`config.mk`:
```
export PLATFORM = sky130hd
export DESIGN_NAME = heartbeat_gen
export DESIGN_NICKNAME = d
export VERILOG_FILES = /design/src/rtl/heartbeat_gen_pkg.sv /design/src/rtl/dff.sv /design/src/rtl/heartbeat_gen_tick_prescaler.sv /design/src/rtl/heartbeat_gen.sv
export SDC_FILE = /design/constraint.sdc
export NUM_CORES = 1
export LEC_CHECK = 0
export ABC_AREA = 1
export CAP_MARGIN = 20
export CELL_PAD_IN_SITES_DETAIL_PLACEMENT = 1
export CELL_PAD_IN_SITES_GLOBAL_PLACEMENT = 1
export CORE_ASPECT_RATIO = 0.7
export CORE_UTILIZATION = 47
export CTS_CLUSTER_DIAMETER = 120
export DETAILED_ROUTE_END_ITERATION = 10
export DONT_BUFFER_PORTS = 1
export HOLD_SLACK_MARGIN = 0.1
export PLACE_DENSITY_LB_ADDON = 0.05
export REMOVE_ABC_BUFFERS = 1
export SETUP_SLACK_MARGIN = 0.3
export SLEW_MARGIN = 0
export SYNTH_ARGS = -nofsm -noshare
export SYNTH_HDL_FRONTEND = slang
export SYNTH_SLANG_ARGS = --single-unit
```
`constraint.sdc`:
```
create_clock -name i_clk -period 2.9 [get_ports i_clk]
set_clock_uncertainty 0.2 [all_clocks]
set_input_delay 0.29 -clock i_clk [delete_from_list [all_inputs] [get_ports i_clk]]
set_output_delay 0.29 -clock i_clk [all_outputs]
set_load 0.1 [all_outputs]
```
`src/rtl/heartbeat_gen_pkg.sv`:
```
// Shared definitions for the heartbeat generator: FSM state encoding and
// miss-counter width.
package heartbeat_gen_pkg;

  localparam int MISS_CNT_W = 4;

  localparam logic [2:0] ST_IDLE     = 3'd0;
  localparam logic [2:0] ST_PULSE    = 3'd1;
  localparam logic [2:0] ST_WAIT_ACK = 3'd2;
  localparam logic [2:0] ST_GAP      = 3'd3;
  localparam logic [2:0] ST_FAULT    = 3'd4;

  typedef enum logic [2:0] {
    S_IDLE     = ST_IDLE,
    S_PULSE    = ST_PULSE,
    S_WAIT_ACK = ST_WAIT_ACK,
    S_GAP      = ST_GAP,
    S_FAULT    = ST_FAULT
  } hbState_e;

  // The prescaler only runs while a heartbeat cycle is in progress.
  function automatic logic isBusy(input hbState_e s);
    return (s == S_PULSE) || (s == S_WAIT_ACK) || (s == S_GAP);
  endfunction

endpackage

```
`src/rtl/dff.sv`:
```
// Plain resettable register cell, used here to build the ack synchroniser.
module dff #(
  parameter int           W       = 1,
  parameter logic [W-1:0] RST_VAL = '0
) (
  input  logic         i_clk,
  input  logic         i_rst_n,
  input  logic [W-1:0] i_d,
  output logic [W-1:0] o_q
);

  always_ff @(posedge i_clk or negedge i_rst_n) begin
    if (!i_rst_n) o_q <= RST_VAL;
    else          o_q <= i_d;
  end

endmodule

```
`src/rtl/heartbeat_gen_tick_prescaler.sv`:
```
// Clock-to-tick divider: one-cycle tick every CLK_DIV cycles while running,
// with a synchronous clear that realigns the tick phase.
module tick_prescaler #(
  parameter int CLK_DIV = 100000
) (
  input  logic i_clk,
  input  logic i_rst_n,
  input  logic i_run,
  input  logic i_clear,
  output logic o_tick
);

  localparam int               CNT_W = $clog2(CLK_DIV);
  localparam logic [CNT_W-1:0] LAST  = CNT_W'(CLK_DIV - 1);

  logic [CNT_W-1:0] cnt_q, cnt_d;

  always_comb begin
    cnt_d = cnt_q;
    if (i_clear)    cnt_d = '0;
    else if (i_run) cnt_d = (cnt_q == LAST) ? '0 : cnt_q + CNT_W'(1);
  end

  always_ff @(posedge i_clk or negedge i_rst_n) begin
    if (!i_rst_n) cnt_q <= '0;
    else          cnt_q <= cnt_d;
  end

  assign o_tick = i_run && (cnt_q == LAST);

endmodule

```
`src/rtl/heartbeat_gen.sv`:
```
// Heartbeat driver: emits periodic pulses toward a remote watchdog, checks the
// acknowledge window and latches a sticky fault after MAX_MISS misses in a row.
module heartbeat_gen
  import heartbeat_gen_pkg::*;
#(
  parameter int CLK_DIV      = 100000,
  parameter int PERIOD_TICKS = 500,
  parameter int PULSE_TICKS  = 10,
  parameter int ACK_TICKS    = 100,
  parameter int MAX_MISS     = 3
) (
  input  logic                  i_clk,
  input  logic                  i_rst_n,
  input  logic                  i_en,
  input  logic                  i_active_lvl,
  input  logic                  i_ack,
  input  logic                  i_clr,
  output logic                  o_hb,
  output logic                  o_pulse_start,
  output logic                  o_miss,
  output logic [MISS_CNT_W-1:0] o_miss_cnt,
  output logic                  o_fault,
  output logic                  o_busy
);

  localparam int                    TICK_W     = $clog2(PERIOD_TICKS + 1);
  localparam logic [TICK_W:0]       PULSE_LIM  = (TICK_W + 1)'(PULSE_TICKS);
  localparam logic [TICK_W:0]       ACK_LIM    = (TICK_W + 1)'(ACK_TICKS);
  localparam logic [TICK_W:0]       PERIOD_LIM = (TICK_W + 1)'(PERIOD_TICKS);
  localparam logic [MISS_CNT_W-1:0] MAX_MISS_V = MISS_CNT_W'(MAX_MISS);

  hbState_e              state_q, state_d;
  logic                  hb_q, hb_d;
  logic                  lvl_q, lvl_d;
  logic                  pulseStart_q, pulseStart_d;
  logic                  miss_q, miss_d;
  logic [MISS_CNT_W-1:0] missCnt_q, missCnt_d;
  logic                  fault_q, fault_d;
  logic                  busy_q, busy_d;
  logic [TICK_W-1:0]     phaseCnt_q, phaseCnt_d;
  logic [TICK_W-1:0]     periodCnt_q, periodCnt_d;

  logic                  ackMeta, ackSync;
  logic                  tick, preClear, startPulse, abort;
  logic [TICK_W:0]       phaseInc, periodInc;
  logic [MISS_CNT_W-1:0] missInc;

  dff u_ackSync1 (.i_clk(i_clk), .i_rst_n(i_rst_n), .i_d(i_ack),   .o_q(ackMeta));
  dff u_ackSync2 (.i_clk(i_clk), .i_rst_n(i_rst_n), .i_d(ackMeta), .o_q(ackSync));

  tick_prescaler #(.CLK_DIV(CLK_DIV)) u_prescaler (
    .i_clk  (i_clk),
    .i_rst_n(i_rst_n),
    .i_run  (isBusy(state_q)),
    .i_clear(preClear),
    .o_tick (tick)
  );

  assign phaseInc  = {1'b0, phaseCnt_q}  + (TICK_W + 1)'(1);
  assign periodInc = {1'b0, periodCnt_q} + (TICK_W + 1)'(1);
  assign missInc   = (missCnt_q == '1) ? missCnt_q : missCnt_q + MISS_CNT_W'(1);

  // Phase counter times pulse width and ack window; period counter runs from pulse start.
  always_comb begin
    state_d      = state_q;
    hb_d         = hb_q;
    lvl_d        = lvl_q;
    pulseStart_d = 1'b0;
    miss_d       = 1'b0;
    missCnt_d    = missCnt_q;
    fault_d      = fault_q;
    phaseCnt_d   = phaseCnt_q;
    periodCnt_d  = periodCnt_q;
    preClear     = 1'b0;
    startPulse   = 1'b0;
    abort        = 1'b0;

    if (tick) begin
      phaseCnt_d  = phaseInc[TICK_W-1:0];
      periodCnt_d = periodInc[TICK_W-1:0];
    end

    case (state_q)
      S_IDLE: begin
        if (i_en && !fault_q) startPulse = 1'b1;
      end
      S_PULSE: begin
        if (!i_en) abort = 1'b1;
        else if (tick && (phaseInc >= PULSE_LIM)) begin
          state_d    = S_WAIT_ACK;
          hb_d       = ~lvl_q;
          phaseCnt_d = '0;
        end
      end
      S_WAIT_ACK: begin
        if (!i_en) abort = 1'b1;
        else if (ackSync) begin
          missCnt_d = '0;
          state_d   = S_GAP;
        end else if (tick && (phaseInc >= ACK_LIM)) begin
          miss_d    = 1'b1;
          missCnt_d = i_clr ? '0 : missInc;
          if (missCnt_d == MAX_MISS_V) begin
            state_d = S_FAULT;
            fault_d = 1'b1;
          end else begin
            state_d = S_GAP;
          end
        end
      end
      S_GAP: begin
        if (!i_en) abort = 1'b1;
        else if (tick && (periodInc >= PERIOD_LIM)) startPulse = 1'b1;
      end
      S_FAULT: begin
        if (i_clr) begin
          fault_d = 1'b0;
          state_d = S_IDLE;
        end
      end
      default: state_d = S_IDLE;
    endcase

    if (i_clr) missCnt_d = '0;

    if (abort) begin
      state_d = S_IDLE;
      hb_d    = ~lvl_q;
    end

    if (startPulse) begin
      state_d      = S_PULSE;
      lvl_d        = i_active_lvl;
      hb_d         = i_active_lvl;
      pulseStart_d = 1'b1;
      preClear     = 1'b1;
      phaseCnt_d   = '0;
      periodCnt_d  = '0;
    end

    busy_d = isBusy(state_d);
  end

  always_ff @(posedge i_clk or negedge i_rst_n) begin
    if (!i_rst_n) begin
      state_q      <= S_IDLE;
      hb_q         <= 1'b1;
      lvl_q        <= 1'b0;
      pulseStart_q <= 1'b0;
      miss_q       <= 1'b0;
      missCnt_q    <= '0;
      fault_q      <= 1'b0;
      busy_q       <= 1'b0;
      phaseCnt_q   <= '0;
      periodCnt_q  <= '0;
    end else begin
      state_q      <= state_d;
      hb_q         <= hb_d;
      lvl_q        <= lvl_d;
      pulseStart_q <= pulseStart_d;
      miss_q       <= miss_d;
      missCnt_q    <= missCnt_d;
      fault_q      <= fault_d;
      busy_q       <= busy_d;
      phaseCnt_q   <= phaseCnt_d;
      periodCnt_q  <= periodCnt_d;
    end
  end

  assign o_hb          = hb_q;
  assign o_pulse_start = pulseStart_q;
  assign o_miss        = miss_q;
  assign o_miss_cnt    = missCnt_q;
  assign o_fault       = fault_q;
  assign o_busy        = busy_q;

endmodule
```
==> results.json <==
{
  "critPathRequiredTime_ns": 2.94,
  "power_frac_clock_pct": 18.5,
  "path_cells": "ha_1 -> nand2_1 -> nor2_2 -> nand3_1 -> nand2_1 -> nand2_1 -> nor2_1 -> nand2_1 -> o21bai_2 -> nand2_2 -> nand2_4 -> nand2_4 -> nand2_1 -> nand2_1 -> nand2_1",
  "yosysSeqAreaShare_pct": 40.2,
  "antenna_found_initial": 0,
  "max_slew_margin_pct": 41.4,
  "worstRegToRegCells": 15,
  "grt_overflow": 0,
  "finalWirelength_mm": 7.83,
  "tns_ns": 0,
  "whs_path_depth": 5,
  "worst_path_max_delay_cell": "dfrtp_1",
  "grt_setup_unrepaired": "true",
  "period_share_pct": 83.1,
  "switching_share_pct": 41.2,
  "dp_hpwl_mm": 5.86,
  "layout_commonest_cell": "nand2_1",
  "rows": 24,
  "slew_viol_final": 0,
  "syn_inst": 425,
  "detail-route-antenna-nets": 0,
  "clk_pin_slew_worst_paths_ns": 0.08,
  "crit_type": "flop to flop",
  "portBuffers": 0,
  "drc": 0,
  "nNetsFinal": 453,
  "avgSynthCellArea_sq_um": 7.32,
  "cap_violations": 0,
  "cpMostUsedCell": "nand2_1",
  "core_area_sq_um": 6310,
  "gp_congestion": 0.817,
  "min-delay-start": "i_clr",
  "power_frac_comb_pct": 28.8,
  "die_w_um": 99.3,
  "drive_gt1_share_pct": 10.2,
  "r2r-end": "o_hb",
  "cts_setup_buffers": 0,
  "ir_worst_vdd_mv": 0.352,
  "die_h_um": 70.1,
  "crit_fanout": 19,
  "dpl_worst_slack_ns": 0.432,
  "holdPathEnd": "o_miss_cnt[3]",
  "fillCellCount": 814,
  "final_cell_mix": "103 x nand2_1, 57 x inv_1, 54 x nor2_1",
  "first_pass_iters": 4,
  "powerDensity_nw_per_um2": 611,
  "h-tree-depth": 2,
  "insertedDiodeCount": 0,
  "grt_pass1_wl_mm": 14.0,
  "root_buffer": "clkbuf_8",
  "hold_viol": 0,
  "synth.distinct_cells": 38,
  "arrival_ns": 2.45,
  "initial_core_util_pct": 49.4,
  "numCtsBuffers": 5,
  "cp-end-kind": "flop",
  "viasPerCell": 5.34,
  "synth_warnings": 0,
  "multi_input_area_sq_um": 1600,
  "synth_top_area_share_pct": 39.4,
  "synth_area_leaders": "dfrtp_1 39%, nand2_1 12%, inv_1 6.9%",
  "dominantRegCellSynth": "dfrtp_1",
  "vias": 2774,
  "setup_slack_ns": 0.489,
  "synth_edf_count": 0,
  "cellInternalPower_mw": 1.22,
  "grt_usage_pct": 25.3,
  "clkSinkCount": 50,
  "status": "finished clean",
  "p_seq_share_pct": 52.7,
  "fmax_mhz": 415,
  "synth_seq_cells": 50,
  "critPathLaunchType": "flop",
  "clk_latency_ns": 0.30,
  "setup_viol": 0,
  "syn_area_sq_um": 3110,
  "power_switching_uw": 857,
  "period_needed_ns": 2.41,
  "cts_tree": "built",
  "drt-wirelength-per-cell_um": 15.1,
  "clockBufferDepth": 2,
  "slowest_delay_ns": 0.47,
  "min-delay-path-class": "input port to flop",
  "num_io_pins": 15,
  "power_leakage_nw": 1.61,
  "synth_top_area_cell": "dfrtp_1",
  "drtIter0Drc": 98,
  "reg2reg_setup_slack_ns": 0.49,
  "area_growth_pct": 9.24,
  "max_slew.worst_pin.slew_ns": 0.880,
  "grt_pass1_vias": 2935,
  "grt_start_max_net_pins": 51,
  "async_flop_share_pct": 100,
  "r2r_start": "periodCnt_q[0]",
  "dieArea_sq_um": 6960,
  "final-seq-area_sq_um": 1250
}
## through the flow
step | instance area, sq um | total power [mW] | instances | util [%] | hold slack (ns)
after floorplan | 3070 | 1.50 | 418 | - | -0.206
after global placement | 3240 | 1.64 | 506 | 51.4 | -0.205
after detailed placement | 3240 | 1.68 | 506 | 51.4 | -0.204
after CTS | 3390 | 2.09 | 519 | 53.8 | 0.143
after global routing | 3400 | 2.24 | 519 | 53.9 | 0.178
final | 3400 | 2.08 | 519 | 53.9 | 0.137
## per-layer routing
layer | GRT usage [%] | up-vias | share of wire, %
met3 | 3.90 | 4 | 2.0
li1 | - | 1397 | -
met2 | 41.8 | 20 | 47
met5 | 0 | - | 0
met4 | 5.72 | 0 | 0.56
met1 | 35.1 | 1353 | 51
## sequential cells by signal (all words and copies together), names as in the netlist
| register | flops |
|---|---|
| u_prescaler.cnt_q | 17 |
| periodCnt_q | 9 |
| phaseCnt_q | 9 |
| o_miss_cnt | 4 |
| state_q | 3 |
| lvl_q | 1 |
| o_busy | 1 |
| o_fault | 1 |
| o_hb | 1 |
| o_miss | 1 |
| o_pulse_start | 1 |
| u_ackSync1.o_q | 1 |
| u_ackSync2.o_q | 1 |
## worst max-delay path, delay by kind of cell (launching register included)
family          cells  cell delay, ns
compound gates      1            0.21
fa+ha+maj           1            0.26
flops               1            0.47
simple gates       13            1.21
## Yosys cell counts (3+ instances only)
cell,count
nand3_1,37
inv_1,57
xor2_1,7
ha_1,6
nor3_1,4
o31ai_1,4
a21oi_2,4
nor2_1,54
nor2_2,8
o21ai_1,4
nand4_1,11
dfrtp_1,49
o21bai_1,4
nand2_1,103
nand2_4,3
o21ai_0,25
a21oi_1,13
## worst max path at each step
stage,startpoint,endpoint,slack (ns)
floorplan,o_miss_cnt[0],o_busy,0.29
global placement,periodCnt_q[0],u_prescaler.cnt_q[11],0.57
detailed placement,periodCnt_q[0],u_prescaler.cnt_q[14],0.43
CTS,periodCnt_q[0],u_prescaler.cnt_q[14],0.40
global route,periodCnt_q[0],o_hb,0.25
finish,periodCnt_q[0],o_hb,0.49
## cells by family (layout without fill, tap and decap cells)
kind of cell    count (synthesis)  count (layout)  share of synthesized area [%]
buf+inv                        66              82                           8.60
simple gates                  235             235                           35.1
flops                          50              50                           40.2
xor+xnor                        9               9                           2.53
fa+ha+maj                       6               6                           2.41
compound gates                 59              59                           11.1
## power by group through the flow
stage                     Sequential (mW)  Clock (mW)  Combinational (mW)
after detailed placement             1.10           0               0.574
after floorplan                      1.08           0               0.426
final                                1.10       0.384               0.598
after global routing                 1.12       0.421               0.695
after CTS                            1.09       0.394               0.603
after global placement               1.10           0               0.544
## layout make-up
class | count | share of cell area [%]
Multi-Input combinational cell | 309 | 47.1
Tap cell | 78 | 2.87
Inverter | 59 | 6.51
Sequential cell | 50 | 36.8
Clock buffer | 7 | 2.24
Timing Repair Buffer | 16 | 4.49
## timing repair
item                                    4_1_cts  5_1_grt
endpoints found under the setup margin        0        9
hold buffers                                  6        0
hold endpoints to repair                     60        0
gates resized for setup                       0        1
Note: power is estimated with default switching activity, not from simulation.
